$ cat src/rtl/ppm_tx_pkg.sv
// Shared definitions for the PPM transmit path: serializer FSM encoding and
// symbol-count / index-width derivation.
package ppm_tx_pkg;

   typedef enum logic {
      ST_IDLE  = 1'b0,
      ST_SHIFT = 1'b1
   } ser_state_t;

   function automatic int calc_nsym(input int data_w, input int sym_w);
      return data_w / sym_w;
   endfunction

   // Width stays at least 1 so a degenerate NSYM still elaborates far enough
   // to reach the parameter check in the serializer.
   function automatic int calc_idx_w(input int nsym);
      return (nsym < 2) ? 1 : $clog2(nsym);
   endfunction

endpackage

$ cat src/rtl/ppm_symbol_serializer.sv
// Splits DATA_W-bit words into SYM_W-bit symbols with valid/ready on both sides.
// The held word is never shifted; an index selects the outgoing symbol.
module ppm_symbol_serializer
   import ppm_tx_pkg::*;
#(
   parameter int DATA_W    = 8,
   parameter int SYM_W     = 2,
   parameter int MSB_FIRST = 0,
   parameter int CNT_W     = 16
) (
   input  logic              clk,
   input  logic              rst,
   input  logic              flush,
   input  logic              in_valid,
   output logic              in_ready,
   input  logic [DATA_W-1:0] in_data,
   output logic              sym_valid,
   input  logic              sym_ready,
   output logic [SYM_W-1:0]  sym_data,
   output logic              sym_first,
   output logic              sym_last,
   output logic              busy,
   output logic [CNT_W-1:0]  word_cnt
);

   localparam int NSYM  = calc_nsym(DATA_W, SYM_W);
   localparam int IDX_W = calc_idx_w(NSYM);
   localparam logic [IDX_W-1:0] IDX_LAST = IDX_W'(NSYM - 1);

   if ((DATA_W % SYM_W) != 0) begin : g_bad_ratio
      $error("ppm_symbol_serializer: DATA_W must be a multiple of SYM_W");
   end
   if (NSYM < 2) begin : g_bad_nsym
      $error("ppm_symbol_serializer: need at least two symbols per word");
   end

   ser_state_t                   state_q, state_d;
   logic [NSYM-1:0][SYM_W-1:0]   word_q, word_d;
   logic [IDX_W-1:0]             idx_q, idx_d;
   logic [IDX_W-1:0]             sel;
   logic [CNT_W-1:0]             cnt_q, cnt_d;
   logic                         consume, last_take, load;

   assign sym_valid = (state_q == ST_SHIFT);
   assign busy      = (state_q == ST_SHIFT);
   assign sym_first = sym_valid & (idx_q == '0);
   assign sym_last  = sym_valid & (idx_q == IDX_LAST);
   assign consume   = sym_valid & sym_ready;
   assign last_take = consume & sym_last;
   assign in_ready  = ~rst & ~flush & ((state_q == ST_IDLE) | last_take);
   assign load      = in_valid & in_ready;
   assign word_cnt  = cnt_q;

   assign sel      = (MSB_FIRST != 0) ? (IDX_LAST - idx_q) : idx_q;
   assign sym_data = sym_valid ? word_q[sel] : '0;

   always_comb begin
      state_d = state_q;
      word_d  = word_q;
      idx_d   = idx_q;
      cnt_d   = cnt_q;
      if (flush) begin
         // A symbol taken in the flush cycle is dropped, not counted.
         state_d = ST_IDLE;
         idx_d   = '0;
      end else begin
         if (last_take) begin
            cnt_d = cnt_q + CNT_W'(1);
         end
         if (load) begin
            state_d = ST_SHIFT;
            word_d  = in_data;
            idx_d   = '0;
         end else if (last_take) begin
            state_d = ST_IDLE;
            idx_d   = '0;
         end else if (consume) begin
            idx_d = idx_q + IDX_W'(1);
         end
      end
   end

   always_ff @(posedge clk) begin
      if (rst) begin
         state_q <= ST_IDLE;
         word_q  <= '0;
         idx_q   <= '0;
         cnt_q   <= '0;
      end else begin
         state_q <= state_d;
         word_q  <= word_d;
         idx_q   <= idx_d;
         cnt_q   <= cnt_d;
      end
   end

endmodule
$ cat config.mk
export PLATFORM = sky130hd
export DESIGN_NAME = ppm_symbol_serializer
export DESIGN_NICKNAME = d
export VERILOG_FILES = /design/src/rtl/ppm_tx_pkg.sv /design/src/rtl/ppm_symbol_serializer.sv
export SDC_FILE = /design/constraint.sdc
export NUM_CORES = 1
export LEC_CHECK = 0
export ABC_CLOCK_PERIOD_IN_PS = 2600
export BUFFER_PORTS_ARGS = -buffer_cell sky130_fd_sc_hd__buf_2
export CAP_MARGIN = 40
export CORE_AREA = 2 2 75 48
export CTS_CLUSTER_DIAMETER = 30
export CTS_CLUSTER_SIZE = 16
export DETAILED_ROUTE_END_ITERATION = 16
export DIE_AREA = 0 0 77 50
export HOLD_SLACK_MARGIN = 0.06
export PLACE_DENSITY = 0.64
export SLEW_MARGIN = 30
export SYNTH_ARGS = -nofsm -noshare
export SYNTH_HDL_FRONTEND = slang
export SYNTH_SLANG_ARGS = --single-unit
$ cat constraint.sdc
create_clock -name clk -period 2.6 [get_ports clk]
set_input_delay 0.13 -clock clk [delete_from_list [all_inputs] [get_ports clk]]
set_output_delay 0.13 -clock clk [all_outputs]
set_load 0.01 [all_outputs]
# Word level (Yosys, flattened, before mapping)
# Cells that the tools add are included.
# totals
reg_bits	27
latch_bits	0
mem_bits_rw	0
rom_bits	0
n_memories	0
# op_classes
add_sub_neg	2
multipliers	0
div	0
n_lt_le_gt_ge	1
n_eq_ne	1
n_shift	0
mux	5
bitwise	11
n_reduce_logical	6
# op_table
operator	count
$add A16 B1 Y16 const B	1
$and A1 B1 Y1	7
$bmux W2 S2	1
$mux W2	2
$reduce_and A2 Y1	2
$reduce_or A4 Y1	1
$lt A2 B3 Y1 const B	1
$not A1 Y1	3
$add A2 B1 Y2 const B	1
$eq A2 B2 Y1 const B	1
$logic_not A2 Y1	1
$mux W1	2
$reduce_bool A2 Y1	1
$reduce_or A2 Y1	1
$or A1 B1 Y1	1

# Logic depth before layout (Yosys ltp)
# Gate-level depths: netlist of run 1.
# logic_depth
word_depth	7
ltp_mapped	6
ltp_nobuf	5

# Worst setup path before layout of run 1
# No wires, ideal clock.
# synth_timing
path_kind	flip-flop to flip-flop
start	register idx_q[1]
end	register cnt_q[13], in the netlist word_cnt[13]
setup_time_ps	71
arrival_time_ps	1849
required_time_ps	2529
path_slack_ps	681
path_stages_with_launch	6
path_buffers	0
synth_period_minus_slack_ps	1919
path_cell_list	dfxtp_1 > ha_1 > nand4b_4 > or4_4 > or4_1 > a21oi_1
# synth_via
elab_chain_len	4
# synth_lines
item	line	text
start: declaration	ppm_symbol_serializer.sv:39	logic [IDX_W-1:0] idx_q, idx_d;
start signal: assignment	ppm_symbol_serializer.sv:92	idx_q <= idx_d;
$eq A2 B2 Y1	ppm_symbol_serializer.sv:47	assign sym_last = sym_valid & (idx_q == IDX_LAST);
$and A1 B1 Y1	ppm_symbol_serializer.sv:47	
$and A1 B1 Y1	ppm_symbol_serializer.sv:49	assign last_take = consume & sym_last;
$reduce_and A2 Y1 (no source line)	--	
end signal: assignment	ppm_symbol_serializer.sv:93	cnt_q <= cnt_d;
end: declaration	ppm_symbol_serializer.sv:41	logic [CNT_W-1:0] cnt_q, cnt_d;
# No other way between the ends.
# A chain may end at the register's enable or synchronous reset.

# Final worst setup path of run 1
# Ends and elaborated chain as after synthesis.

==> results of run 1 <==
## cell families after synthesis
logic type,synth area share [%]
and+or+nand+nor,26.01
DFF,42.39
AOI/OAI and AO/OA,7.557
buffers and inverters,4.220
muxes,10.70
xor gates and xnor gates,6.183
adders and majority gates,2.944
## per-layer routing
metal	vias to the layer above	GRT usage, %	wire, um
met5	-	0	0
met4	0	4.167	28
met3	2	4.396	131
met2	26	23.68	1144
met1	508	19.04	1339
li1	545	-	-
## worst max-delay path, cell delays in order (launching register included)
cell,delay (ns)
dfxtp_1,0.43
ha_1,0.28
nand4b_4,0.17
or4_4,0.58
or4_1,0.41
a21oi_1,0.15
## stage by stage
stage,worst slack (ns),total power [uW]
6_report,0.5318,710.1
5_1_grt,0.3628,740.4
4_1_cts,0.5201,712.9
3_5_place_dp,0.5191,474.1
3_3_place_gp,0.5869,473.0
2_1_floorplan,0.6807,457.7
## synth_stat cells (2+ instances only)
cell type	instances	area share (%)
nor3_1	3	1.2
nand4_1	2	0.98
nand2_1	9	2.6
or3_1	4	2.0
xnor2_1	6	4.1
buf_4	2	1.2
dfxtp_1	27	42
nand3_1	6	2.4
mux4_2	2	3.5
o21ai_0	5	2.0
xor2_1	3	2.1
or4_4	2	1.8
a21oi_1	8	3.1
ha_1	3	2.9
buf_1	2	0.59
mux2i_1	8	6.3
and2_1	5	2.5
nor2_1	23	6.8
inv_1	5	1.5
clkbuf_1	2	0.59
## flip-flops by register name, summed over array words and instances (netlist names)
name	flops
word_cnt	16
word_q	8
idx_q	2
busy	1
## cells in the final DEF, fill, tap and decap left out, drive strengths merged, types with 3 or more instances in the layout
cell type / instances
mux2i: 8
inv: 5
xnor2: 6
o21ai: 5
nor2: 23
ha: 3
xor2: 3
and2: 5
nor3: 3
nand3: 6
or3: 4
clkbuf: 3
a21oi: 8
or4: 3
dfxtp: 27
nand2: 9
buf: 35
## where the power goes
group	switching, uW	internal, uW	total (uW)
Combinational	21.7	19.1	40.9
Sequential	5.29	418	423
Clock	137	109	246
## worst max path at each step
| stage | end | startpoint | depth (start not counted) |
|---|---|---|---|
| after floorplan | word_cnt[13] | idx_q[1] | 5 |
| after global placement | word_cnt[13] | idx_q[1] | 5 |
| after detailed placement | word_cnt[13] | idx_q[1] | 5 |
| after CTS | word_cnt[13] | idx_q[1] | 5 |
| after global routing | word_cnt[13] | idx_q[1] | 5 |
| final | word_cnt[13] | idx_q[1] | 5 |
## area by class of cell
type	instances	area, sq um	area share, %
clock buffers	3	41.29	2.716
clock inverters	1	7.507	0.4938
inverters	5	18.77	1.235
multi-input cells	102	680.7	44.77
flip-flops and latches	27	540.5	35.56
well taps	45	56.30	3.704
repair buffers	35	175.2	11.52
==> run metrics, run 1 <==
status finished clean; CTS root buffer clkbuf_8; synth warn 0; worst-skew pair later-pin latency 0.28 ns; Die Height 50 um; Seq cells post-synth 27; n_diodes 0; CTS Buffer Depth 2; slew margin rel. 65.59%; cell count after placement 214; post-synth cell types 34; GRT overflow 0; number of H-tree levels 1; DR DRC count 0; Placement Cell Area 1471 sq um; Hold Startpoint in_data[0]; WP data required 2.82 ns; vias per cell 4.959; Fmax 0.4835 GHz; GRT Total Usage 14.63%; post-CTS sizing 0; Sink Count 27; Max FO, Critical Path 7; setup tns final 0 ns; Reg2Reg Setup Slack 0.53 ns; final worst-path cycle share 79.55%; sequential share of the synthesized area 42.39%; worst slew pin tran 0.5115 ns; worst reg2reg startpoint idx_q[1]; DRT antenna net count 0; Hold Path Cell Cnt 3; DR WL/cell 12.13 um; HP Class input port to flip-flop; r2r endpoint word_cnt[13]; share of cells above drive strength 1 27.17%; Worst-path clk slew 0.10 ns; largest net degree at the start of global routing 29; area of the core 3163 sq um; Num CTS Buffers 3; I/O Pins 36; Hold Violations, Final 0; Routed WL 2.644 mm; Peak supply drop 0.0002771 V; cells on worst reg2reg path 5; Synth Cell Area 1275 sq um; CP arrival 2.28 ns; global-route wire length before repair 4.457 mm; Die ar. 3850 sq um; asr flop ratio synth 0%; critical path launch point type flip-flop; antenna violations before repair 0; cell area after layout 1520 sq um; final non-filler cell total 218; max-cap violations 0; Via Count 1081; Final Util 48.06%; Synth Flop Type dfxtp_1; Final HPWL DP 2.065 mm; Avg Cell Area, Syn 9.042 sq um; initial core utilization 40.31%; Hold WS 0.07365 ns; Final Max Tran Viols 0; DRT Pass-1 Iters 4; GP Congestion 0.7768; Mapped Cells 141; Post-CTS Hold Buffers 0; Clock Skews 0.01122 ns; Die Wd 77 um; Iteration-0 DRC Markers 62; IO buf count 35; syn nets 157; Post-CTS Setup Bufs 0; CP Capture Type flip-flop; Core Rows 16; final setup fails 0; crit path kind flip-flop to flip-flop; # fillers 329; P per Cell Area 467.1 nW/um^2; post-route minimum period 2.068 ns; leakage 0.0006923 uW; area added between synthesis and finish 19.23%; number of global-route vias before repair 971; Post-synth EDFFs 0; Final Net Count 190; CTS tree yes; RSZ-0062 raised after global routing false; hold endpoint word_q[0]
Power figures use the tool's default switching activity.
==> inputs of run 2 (changes only) <==
--- a/config.mk
+++ b/config.mk
@@ -5,7 +5,7 @@
 export SDC_FILE = /design/constraint.sdc
 export NUM_CORES = 1
 export LEC_CHECK = 0
-export ABC_CLOCK_PERIOD_IN_PS = 2600
+export ABC_CLOCK_PERIOD_IN_PS = 2100
 export BUFFER_PORTS_ARGS = -buffer_cell sky130_fd_sc_hd__buf_2
 export CAP_MARGIN = 40
 export CORE_AREA = 2 2 75 48
==> constraint.sdc (replaced) <==
create_clock -name clk -period 2.1 [get_ports clk]
set_input_delay 0.105 -clock clk [delete_from_list [all_inputs] [get_ports clk]]
set_output_delay 0.105 -clock clk [all_outputs]
set_load 0.01 [all_outputs]
==> run 2 against run 1 <==
Compared with the run above:
- setup slack got worse by 0.40 ns
- die area is the same
- sequential share of layout area down 0.94 points
- sequential cell count unchanged
- sequential power up 23%
- clock skew down 0.0058 ns
- count of clock-buffer cells in the layout is 1 higher
- first-iteration DRC count is 50% lower
- clock power grew 15%
==> run metrics, run 2 (synthesized netlist as in run 1, its figures left out) <==
commonest non-fill, non-tap cells in the layout buf_2 (35), dfxtp_1 (27), nor2_1 (23), nand2_1 (9) (unchanged); slowest stage delay, CP 0.58 ns (about the same); critical path launch point type flip-flop (unchanged); WP data required 2.31 ns (was 2.82 ns); RSZ-0062 raised after global routing false (unchanged); worst slew pin tran 0.4497 ns (was 0.5115 ns); status finished clean (unchanged); Hold Violations, Final 0 (unchanged); CP arrival 2.18 ns (was 2.28 ns); DRT Pass-1 Iters 4 (unchanged); Final Net Count 196 (was 190); Routed WL 2.698 mm (was 2.644 mm); Levels on crit path 5 (unchanged); global-route wire length before repair 4.747 mm (was 4.457 mm); CTS Buffer Depth 2 (unchanged); largest net degree at the start of global routing 28 (was 29); Fmax 0.5076 GHz (was 0.4835 GHz); Final HPWL DP 2.103 mm (was 2.065 mm); Die ar. 3850 sq um (unchanged); Post-CTS Setup Bufs 0 (unchanged); Clock power frac 32.8% (was 34.6%); worst reg2reg startpoint idx_q[0] (was idx_q[1]); antenna violations before repair 0 (unchanged); commonest non-fill, non-tap cell in the layout buf_2 (unchanged); area of the core 3163 sq um (unchanged); multi-input combinational cell area 680.7 sq um (unchanged); # fillers 330 (was 329); max-cap violations 0 (unchanged); CTS tree yes (unchanged); Worst-path clk slew 0.09 ns (was 0.10 ns); cells along the critical path ha_1, nand4b_4, or4_4, or4_1, a21oi_1 (unchanged); worst-skew pair later-pin latency 0.27 ns (was 0.28 ns); Final Util 49.37% (was 48.06%); Reg2Reg Setup Slack 0.13 ns (was 0.53 ns); DR WL/cell 12.04 um (was 12.13 um); GP Congestion 0.8314 (was 0.7768); CP Capture Type flip-flop (unchanged); n_diodes 0 (unchanged); GRT Total Usage 15.42% (was 14.63%); crit-path leading delay family simple AND/OR/NAND/NOR gates (unchanged); leakage 0.0007239 uW (was 0.0006923 uW); Reg power frac 60.4% (was 59.6%); IO buf count 35 (unchanged); Iteration-0 DRC Markers 31 (was 62); Hold Path Cell Cnt 3 (unchanged); slew margin rel. 69.74% (was 65.59%); Combinational Power Share 6.8% (was 5.8%); post-route minimum period 1.970 ns (was 2.068 ns); Core Rows 16 (unchanged); Final Max Tran Viols 0 (unchanged); Psw 181.7 uW (was 163.9 uW); final setup fails 0 (unchanged); Hold WS 0.06659 ns (was 0.07365 ns); P per Cell Area 552.6 nW/um^2 (was 467.1 nW/um^2); Num CTS Buffers 3 (unchanged); DRT antenna net count 0 (unchanged); final worst slack 0.1299 ns (was 0.5318 ns); post-CTS sizing 0 (unchanged); Bufs and invs on worst path 0 (unchanged); Power Internal 681.2 uW (was 546.2 uW); area added between synthesis and finish 22.47% (was 19.23%); max reg flops 16 (unchanged); crit path kind flip-flop to flip-flop (unchanged); Max FO, Critical Path 7 (unchanged); hold endpoint word_q[7] (was word_q[0]); initial core utilization 40.31% (unchanged); DR DRC count 0 (unchanged); Sink Count 27 (unchanged); Critical-path top delay cell or4_4 (unchanged); vias per cell 5.080 (was 4.959); number of H-tree levels 1 (unchanged); final worst-path cycle share 93.81% (was 79.55%); GRT overflow 0 (unchanged); Post-CTS Hold Buffers 0 (unchanged); cells on worst reg2reg path 5 (unchanged); worst setup slack after placement 0.1304 ns (was 0.5191 ns); Via Count 1138 (was 1081); Die Wd 77 um (unchanged); Die Height 50 um (unchanged); number of global-route vias before repair 1047 (was 971); HP Class input port to flip-flop (unchanged); register area 540.5 sq um (unchanged); Peak supply drop 0.0004028 V (was 0.0002771 V); CTS root buffer clkbuf_8 (unchanged); Switching Share 21.06% (was 23.08%); Clock Skews 0.005461 ns (was 0.01122 ns); share of cells above drive strength 1 29.05% (was 27.17%); Hold Startpoint in_data[7] (was in_data[0]); setup tns final 0 ns (unchanged); I/O Pins 36 (unchanged); r2r endpoint word_cnt[13] (unchanged)
-- run 2: changes by cell type in the layout (fill, tap and decap cells not counted) --
| cell | change |
|---|---|
| buf_4 | +6 |
| clkinvlp_4 | -1 |
| clkbuf_1 | +1 |
-- run 2: how the worst max path moves through the flow --
stage	start	to	slack (ns)
5_1_grt	idx_q[0]	word_cnt[13]	0.01
3_3_place_gp	idx_q[0]	word_cnt[13]	0.22
4_1_cts	idx_q[0]	word_cnt[13]	0.11
3_5_place_dp	idx_q[0]	word_cnt[13]	0.13
6_report	idx_q[0]	word_cnt[13]	0.13
2_1_floorplan	idx_q[1]	word_cnt[13]	0.18
-- run 2: area by class of cell --
type	instances	area share, %
Sequential cell	27	34.62
Inverter	5	1.202
Multi-Input combinational cell	102	43.59
Timing Repair Buffer	41	14.10
Clock buffer	4	2.885
Tap cell	45	3.606
-- run 2: worst register-to-register path, stage by stage (launching register included) --
cell,delay (ns)
dfxtp_1,0.36
ha_1,0.25
nand4b_4,0.17
or4_4,0.58
or4_1,0.41
a21oi_1,0.14
-- run 2: stage by stage --
| step | instances | power, uW | cell area [sq um] |
|---|---|---|---|
| 3_5_place_dp | 220 | 592.5 | 1516 |
| 6_report | 224 | 862.9 | 1562 |
| 5_1_grt | 224 | 904.0 | 1562 |
| 4_1_cts | 224 | 876.5 | 1562 |
| 3_3_place_gp | 220 | 590.3 | 1516 |
| 2_1_floorplan | 141 | 566.7 | 1275 |
-- run 2: layer usage --
layer / wire [um] / global-route usage [%] / vias to the layer above / part of all wire (%)
li1: - / - / 562 / -
met1: 1299 / 19.95 / 545 / 48
met2: 1255 / 25.73 / 29 / 47
met3: 129 / 4.945 / 2 / 4.8
met4: 14 / 2.679 / 0 / 0.52
met5: 0 / 0 / - / 0
-- run 2: power groups by stage --
| stage | Combinational [uW] | Sequential (uW) | Clock [uW] |
|---|---|---|---|
| floorplan | 34.3 | 532 | 0 |
| global placement | 57.2 | 533 | 0 |
| detailed placement | 59.1 | 533 | 0 |
| CTS | 59.4 | 521 | 296 |
| global route | 65.2 | 522 | 317 |
| finish | 59.0 | 521 | 283 |
